**src/rtl/sdf_bitrev_reorder.sv**
```systemverilog
// Bit-reversed to natural order reorder buffer for a radix-2^2 SDF FFT output.
// Ping-pong RAM: one bank fills at bitrev(k) while the other drains linearly.
module sdf_bitrev_reorder #(
   parameter int N     = 64,
   parameter int WIDTH = 16
) (
   input  logic             clock,
   input  logic             reset_n,
   input  logic             idata_en,
   input  logic [WIDTH-1:0] idata_r,
   input  logic [WIDTH-1:0] idata_i,
   output logic             odata_en,
   output logic [WIDTH-1:0] odata_r,
   output logic [WIDTH-1:0] odata_i,
   output logic             odata_last
);

   localparam int LOG_N = $clog2(N);
   localparam logic [LOG_N-1:0] LAST = LOG_N'(N - 1);

   typedef enum logic {IDLE, READ} state_t;

   function automatic logic [LOG_N-1:0] bitrev(input logic [LOG_N-1:0] a);
      logic [LOG_N-1:0] r;
      for (int b = 0; b < LOG_N; b++) r[b] = a[LOG_N-1-b];
      return r;
   endfunction

   logic [2*WIDTH-1:0] mem [2*N];

   logic [LOG_N-1:0] wr_cnt;
   logic             wr_bank;
   logic             frame_done;
   logic             done_bank;

   state_t           state_q, state_d;
   logic [LOG_N-1:0] rd_cnt, rd_cnt_d;
   logic             rd_bank, rd_bank_d;

   // Write side: any gap in idata_en discards the partial frame.
   // NOTE: sequential state uses non-blocking (<=) so every register samples pre-edge values.
   always_ff @(posedge clock or negedge reset_n) begin
      if (!reset_n) begin
         wr_cnt     <= '0;
         wr_bank    <= 1'b0;
         frame_done <= 1'b0;
         done_bank  <= 1'b0;
      end else if (idata_en) begin
         wr_cnt     <= wr_cnt + 1'b1;
         frame_done <= (wr_cnt == LAST);
         done_bank  <= wr_bank;
         if (wr_cnt == LAST) wr_bank <= ~wr_bank;
      end else begin
         wr_cnt     <= '0;
         frame_done <= 1'b0;
      end
   end

   // NOTE: RAM contents are deliberately not reset so the array can map onto block RAM.
   always_ff @(posedge clock) begin
      if (idata_en) mem[{wr_bank, bitrev(wr_cnt)}] <= {idata_r, idata_i};
   end

   always_ff @(posedge clock or negedge reset_n) begin
      if (!reset_n) begin
         state_q <= IDLE;
         rd_cnt  <= '0;
         rd_bank <= 1'b0;
      end else begin
         state_q <= state_d;
         rd_cnt  <= rd_cnt_d;
         rd_bank <= rd_bank_d;
      end
   end

   // NOTE: every always_comb output gets a default first, so no path infers a latch.
   always_comb begin
      state_d   = state_q;
      rd_cnt_d  = rd_cnt;
      rd_bank_d = rd_bank;
      case (state_q)
         IDLE: begin
            if (frame_done) begin
               state_d   = READ;
               rd_cnt_d  = '0;
               rd_bank_d = done_bank;
            end
         end
         READ: begin
            rd_cnt_d = rd_cnt + 1'b1;
            if (rd_cnt == LAST) begin
               // A frame finishing exactly now chains on with no idle cycle.
               if (frame_done) rd_bank_d = done_bank;
               else            state_d   = IDLE;
            end
         end
         default: state_d = IDLE;
      endcase
   end

   always_ff @(posedge clock or negedge reset_n) begin
      if (!reset_n) begin
         odata_en   <= 1'b0;
         odata_last <= 1'b0;
         odata_r    <= '0;
         odata_i    <= '0;
      end else begin
         odata_en   <= (state_q == READ);
         odata_last <= (state_q == READ) && (rd_cnt == LAST);
         if (state_q == READ) {odata_r, odata_i} <= mem[{rd_bank, rd_cnt}];
      end
   end

endmodule

```
**config.mk**
```make
export PLATFORM = sky130hd
export DESIGN_NAME = sdf_bitrev_reorder
export DESIGN_NICKNAME = d
export VERILOG_FILES = /design/src/rtl/sdf_bitrev_reorder.sv
export SDC_FILE = /design/constraint.sdc
export NUM_CORES = 2
export LEC_CHECK = 0
export ABC_AREA = 1
export CAP_MARGIN = 40
export CELL_PAD_IN_SITES_DETAIL_PLACEMENT = 0
export CELL_PAD_IN_SITES_GLOBAL_PLACEMENT = 1
export CORE_ASPECT_RATIO = 1.25
export CORE_MARGIN = 10
export CORE_UTILIZATION = 25
export CTS_CLUSTER_DIAMETER = 60
export DETAILED_ROUTE_END_ITERATION = 10
export PLACE_DENSITY = 0.55
export SLEW_MARGIN = 20
export SYNTH_ARGS = -nofsm -noshare
export SYNTH_HDL_FRONTEND = slang
export SYNTH_SLANG_ARGS = --single-unit
```
**constraint.sdc**
```tcl
create_clock -name clock -period 5.1 [get_ports clock]
set_input_delay 1.53 -clock clock [delete_from_list [all_inputs] [get_ports clock]]
set_output_delay 1.53 -clock clock [all_outputs]
set_load 0.01 [all_outputs]
```
==> run summary <==
In the final routed layout, each cell accounts on average for ~24 um. The clock reaches the later pin of the worst-skew pair after 1.04 ns. The clock tree from TritonCTS is built.

The highest achievable clock rate came out at 247 MHz. The die span in y came out at about 940 um. After clock tree synthesis, the setup repair step added 0 buffers. The die area came out at 0.714 sq mm. The count of nets left with antenna violations after detail routing came out at 0. The register bit count reported by yosys is 4147. The worst path needs 4.05 ns of the cycle, external delays included. The buffer depth of the longest clock path came out at 4. The max-slew violation count is 0. For this design the static power due to leakage is 0.0699 uW. The global-route wire length before repair came out at 823 mm. The worst setup path is captured at an output pin. Once the clock tree was built, the resizer swapped 0 gates to a different size.

Clock tree synthesis inserted a total of approximately 420 buffers. The detailed-route wire length came out at 586 mm. The post-synth design cell area came out at 0.170 sq mm. For this design, the slowest cell found on the critical path is sky130_fd_sc_hd__dfrtp_1. Timing analysis after detailed placement gives a worst setup slack of 0.691 ns. The maximum fanout count along the critical path is 2. The total number of H-tree levels came out at 5. Counting distinct cell types in the post-synthesis netlist gives 24. Leaving out fill and tap cells, the most frequent cell in the layout is sky130_fd_sc_hd__edfxtp_1.

The final-layout setup total negative slack came out at 0 ns. The length in cells of the worst reg-to-reg path is 11. The largest total area in the synthesized netlist belongs to sky130_fd_sc_hd__edfxtp_1.

The aggregate global routing overflow is 0. The initial cell density of the core is 25.1%. The net count after synthesis is between 10000 and 15000.

The capturing instance or port of the critical path is odata_i[1]. The data required time at the worst endpoint came out at 3.57 ns. The number of failing hold endpoints at the final stage is 0.

The setup-violating endpoint count in the final report is 0. The portion of the post-synthesis area used by sequential elements came out at between 70% and 80%. After layout, the worst setup slack is roughly 1.1 ns.

The beginning of the critical path is odata_i[1]$_DFFE_PN0P_. The mean instance size in the synthesized netlist is 11.7 sq um. For this design the ratio of total power to cell area is 348 mW/mm^2. The clock-pin slew on the worst setup and hold paths came out at 0.06 ns.

The number of buffers added on ports came out at 68. Setup repair after global routing left no endpoint under its margin. After synthesis, the cell types taking the most area are sky130_fd_sc_hd__edfxtp_1 72%, sky130_fd_sc_hd__nand3_1 10%, sky130_fd_sc_hd__nand2_1 8.4%.

The post-synthesis to final-layout area growth is 16.1%. The number of global-route vias before repair is around 110k. For the worst setup path, the data arrival time is 2.52 ns. The number of top-level pins is 69. The first detailed-routing pass took 6 iterations. Across the run, the number of max-cap violations was 0. The final critical-path share of the clock period is 79.4%.

The post-route DRC violation count came out at 0. In this run the worst hold path is classified as primary input to async pin. The net total in the final layout is 14684. Synthesis produced 14594 cells.

The detailed-route via count came out at 109849. The worst register-to-register path begins at rd_cnt[1]$_DFFE_PN0P_. The worst clock skew is 0.0724 ns. The final weighted congestion in routability-driven placement came out at 0.826. The number of stages on the worst setup path is 1.

The maximum number of pins on one net before global-route repair came out at 124. STA classifies the critical path startpoint as a register. The synthesized design devotes to its leading area cell type 72.3% of total area.

The critical path goes through clkdlybuf4s50_1. The number of placement rows is roughly 340. The kind of cell adding the most delay to the critical path is flip-flops. The tree is rooted in a sky130_fd_sc_hd__clkbuf_16. The initial antenna violation count is 32. The overall global routing resource usage is 15.8%. Measured on the finished design, the core utilization comes to 29.1%. The library cells used most frequently in the layout, excluding fill and tap cells, are 4096 x sky130_fd_sc_hd__edfxtp_1, 3807 x sky130_fd_sc_hd__nand2_1, 3495 x sky130_fd_sc_hd__nand3_1. The transition at the pin with the smallest max-transition slack came out at 1.00 ns. The total core area came out at just under 0.7 sq mm.

The worst IR drop on VDD is between 300 and 400 uV. Setup slack on the worst reg-to-reg path comes out at 1.19 ns. The critical path start-end classification is register to output pin. The number of buffers and inverters on the critical path is 1. The worst register-to-register path ends at odata_i[1]$_DFFE_PN0P_. The initial DRC count came out at 10010. The detailed placer's ending HPWL came out at 345 mm. The number of clock sinks seen by CTS is 4147. The critical path's largest stage delay came out at 0.79 ns. The die width came out at 758 um. The yosys synthesis warning count came out at 0.

The worst relative slew slack came out at 33.3%. Buffers inserted to repair hold after CTS numbered 0. The share of layout cells above drive strength 1 is 9.60%. After detailed routing, the number of vias per cell comes to ~4.6. The run finished with clean final reports.
==> worst min path at each step <==
stage                               start                       to  cells past startpoint
floorplan               state_q$_DFF_PN0_       odata_en$_DFF_PN0_                      0
global placement    done_bank$_DFFE_PN0P_    done_bank$_DFFE_PN0P_                      2
detailed placement  done_bank$_DFFE_PN0P_    done_bank$_DFFE_PN0P_                      2
CTS                               reset_n  odata_r[14]$_DFFE_PN0P_                      1
global route                      reset_n  odata_r[14]$_DFFE_PN0P_                      1
finish                            reset_n  odata_r[14]$_DFFE_PN0P_                      1
==> synth_stat cells, drive strengths merged <==
cell / instances
clkbuf: 333
nand3: 3495
clkinv: 2
xor2: 1
dfrtp: 51
edfxtp: 4096
nor4: 1
a21oi: 4
ha: 2
inv: 1053
or2: 204
nand2: 3817
a22o: 1
nor3: 10
a31oi: 2
o211ai: 170
o21ai: 214
nor2: 551
buf: 587
==> worst register-to-register path: stages (launching register included) <==
cell	delay [ns]
sky130_fd_sc_hd__dfrtp_4	0.77
sky130_fd_sc_hd__inv_8	0.77
sky130_fd_sc_hd__buf_12	0.46
sky130_fd_sc_hd__nand3_1	0.19
sky130_fd_sc_hd__nand3_1	0.11
sky130_fd_sc_hd__nand3_1	0.20
sky130_fd_sc_hd__nand3_1	0.38
sky130_fd_sc_hd__nand3_1	0.39
sky130_fd_sc_hd__nand3_1	0.32
sky130_fd_sc_hd__nand2_1	0.08
sky130_fd_sc_hd__nand2_1	0.08
sky130_fd_sc_hd__nand2_1	0.05
==> where the power goes <==
group	internal, uW	switching (uW)
Clock	16400	13700
Combinational	188	1060
Sequential	37500	12.7
==> per-layer routing <==
layer | GRT usage, % | share of wire [%] | vias up
met3 | 1.98 | 5.1 | 738
met2 | 27.6 | 50 | 2881
met1 | 19.9 | 41 | 55515
li1 | - | - | 50713
met5 | 0 | 0.0012 | -
met4 | 5.84 | 4.2 | 2
==> area by class of cell <==
cell class / instances / area, sq um
Antenna cell: 9 / 22.5
Tap cell: 9010 / 11300
Sequential cell: 4147 / 124000
Fill cell: 69411 / 481000
Multi-Input combinational cell: 8472 / 38600
Clock buffer: 531 / 11100
Inverter: 1055 / 4000
Clock inverter: 238 / 1990
Timing Repair Buffer: 550 / 6340
==> per-stage QoR <==
stage | hold WS [ns] | cell area [sq um] | instances | total power, uW
2_1_floorplan | 0.379 | 170000 | 14594 | 38400
3_3_place_gp | 0.514 | 184000 | 23209 | 39500
3_5_place_dp | 0.537 | 185000 | 23233 | 39500
4_1_cts | 0.270 | 198000 | 24002 | 69500
5_1_grt | 0.331 | 198000 | 24004 | 70800
6_report | 0.374 | 198000 | 24012 | 68800
==> cells by family after synthesis <==
| family | Yosys count | synth area share (%) |
|---|---|---|
| AO/OA/AOI/OAI | 391 | 1.40 |
| XOR/XNOR | 1 | 0.00515 |
| adder cells (fa/ha/maj) | 2 | 0.0147 |
| buffers and inverters | 1975 | 4.87 |
| flip-flops | 4147 | 73.0 |
| AND/OR/NAND/NOR | 8078 | 20.7 |
==> state kept, by name (all words and copies together) (netlist names) <==
register and count:
wr_cnt 6, odata_r 16, odata_i 16, rd_bank 1, frame_done 1, mem 4096, rd_cnt 6, wr_bank 1
odata_en 1, state_q 1, odata_last 1, done_bank 1
Note: power is estimated with default switching activity, not from simulation.
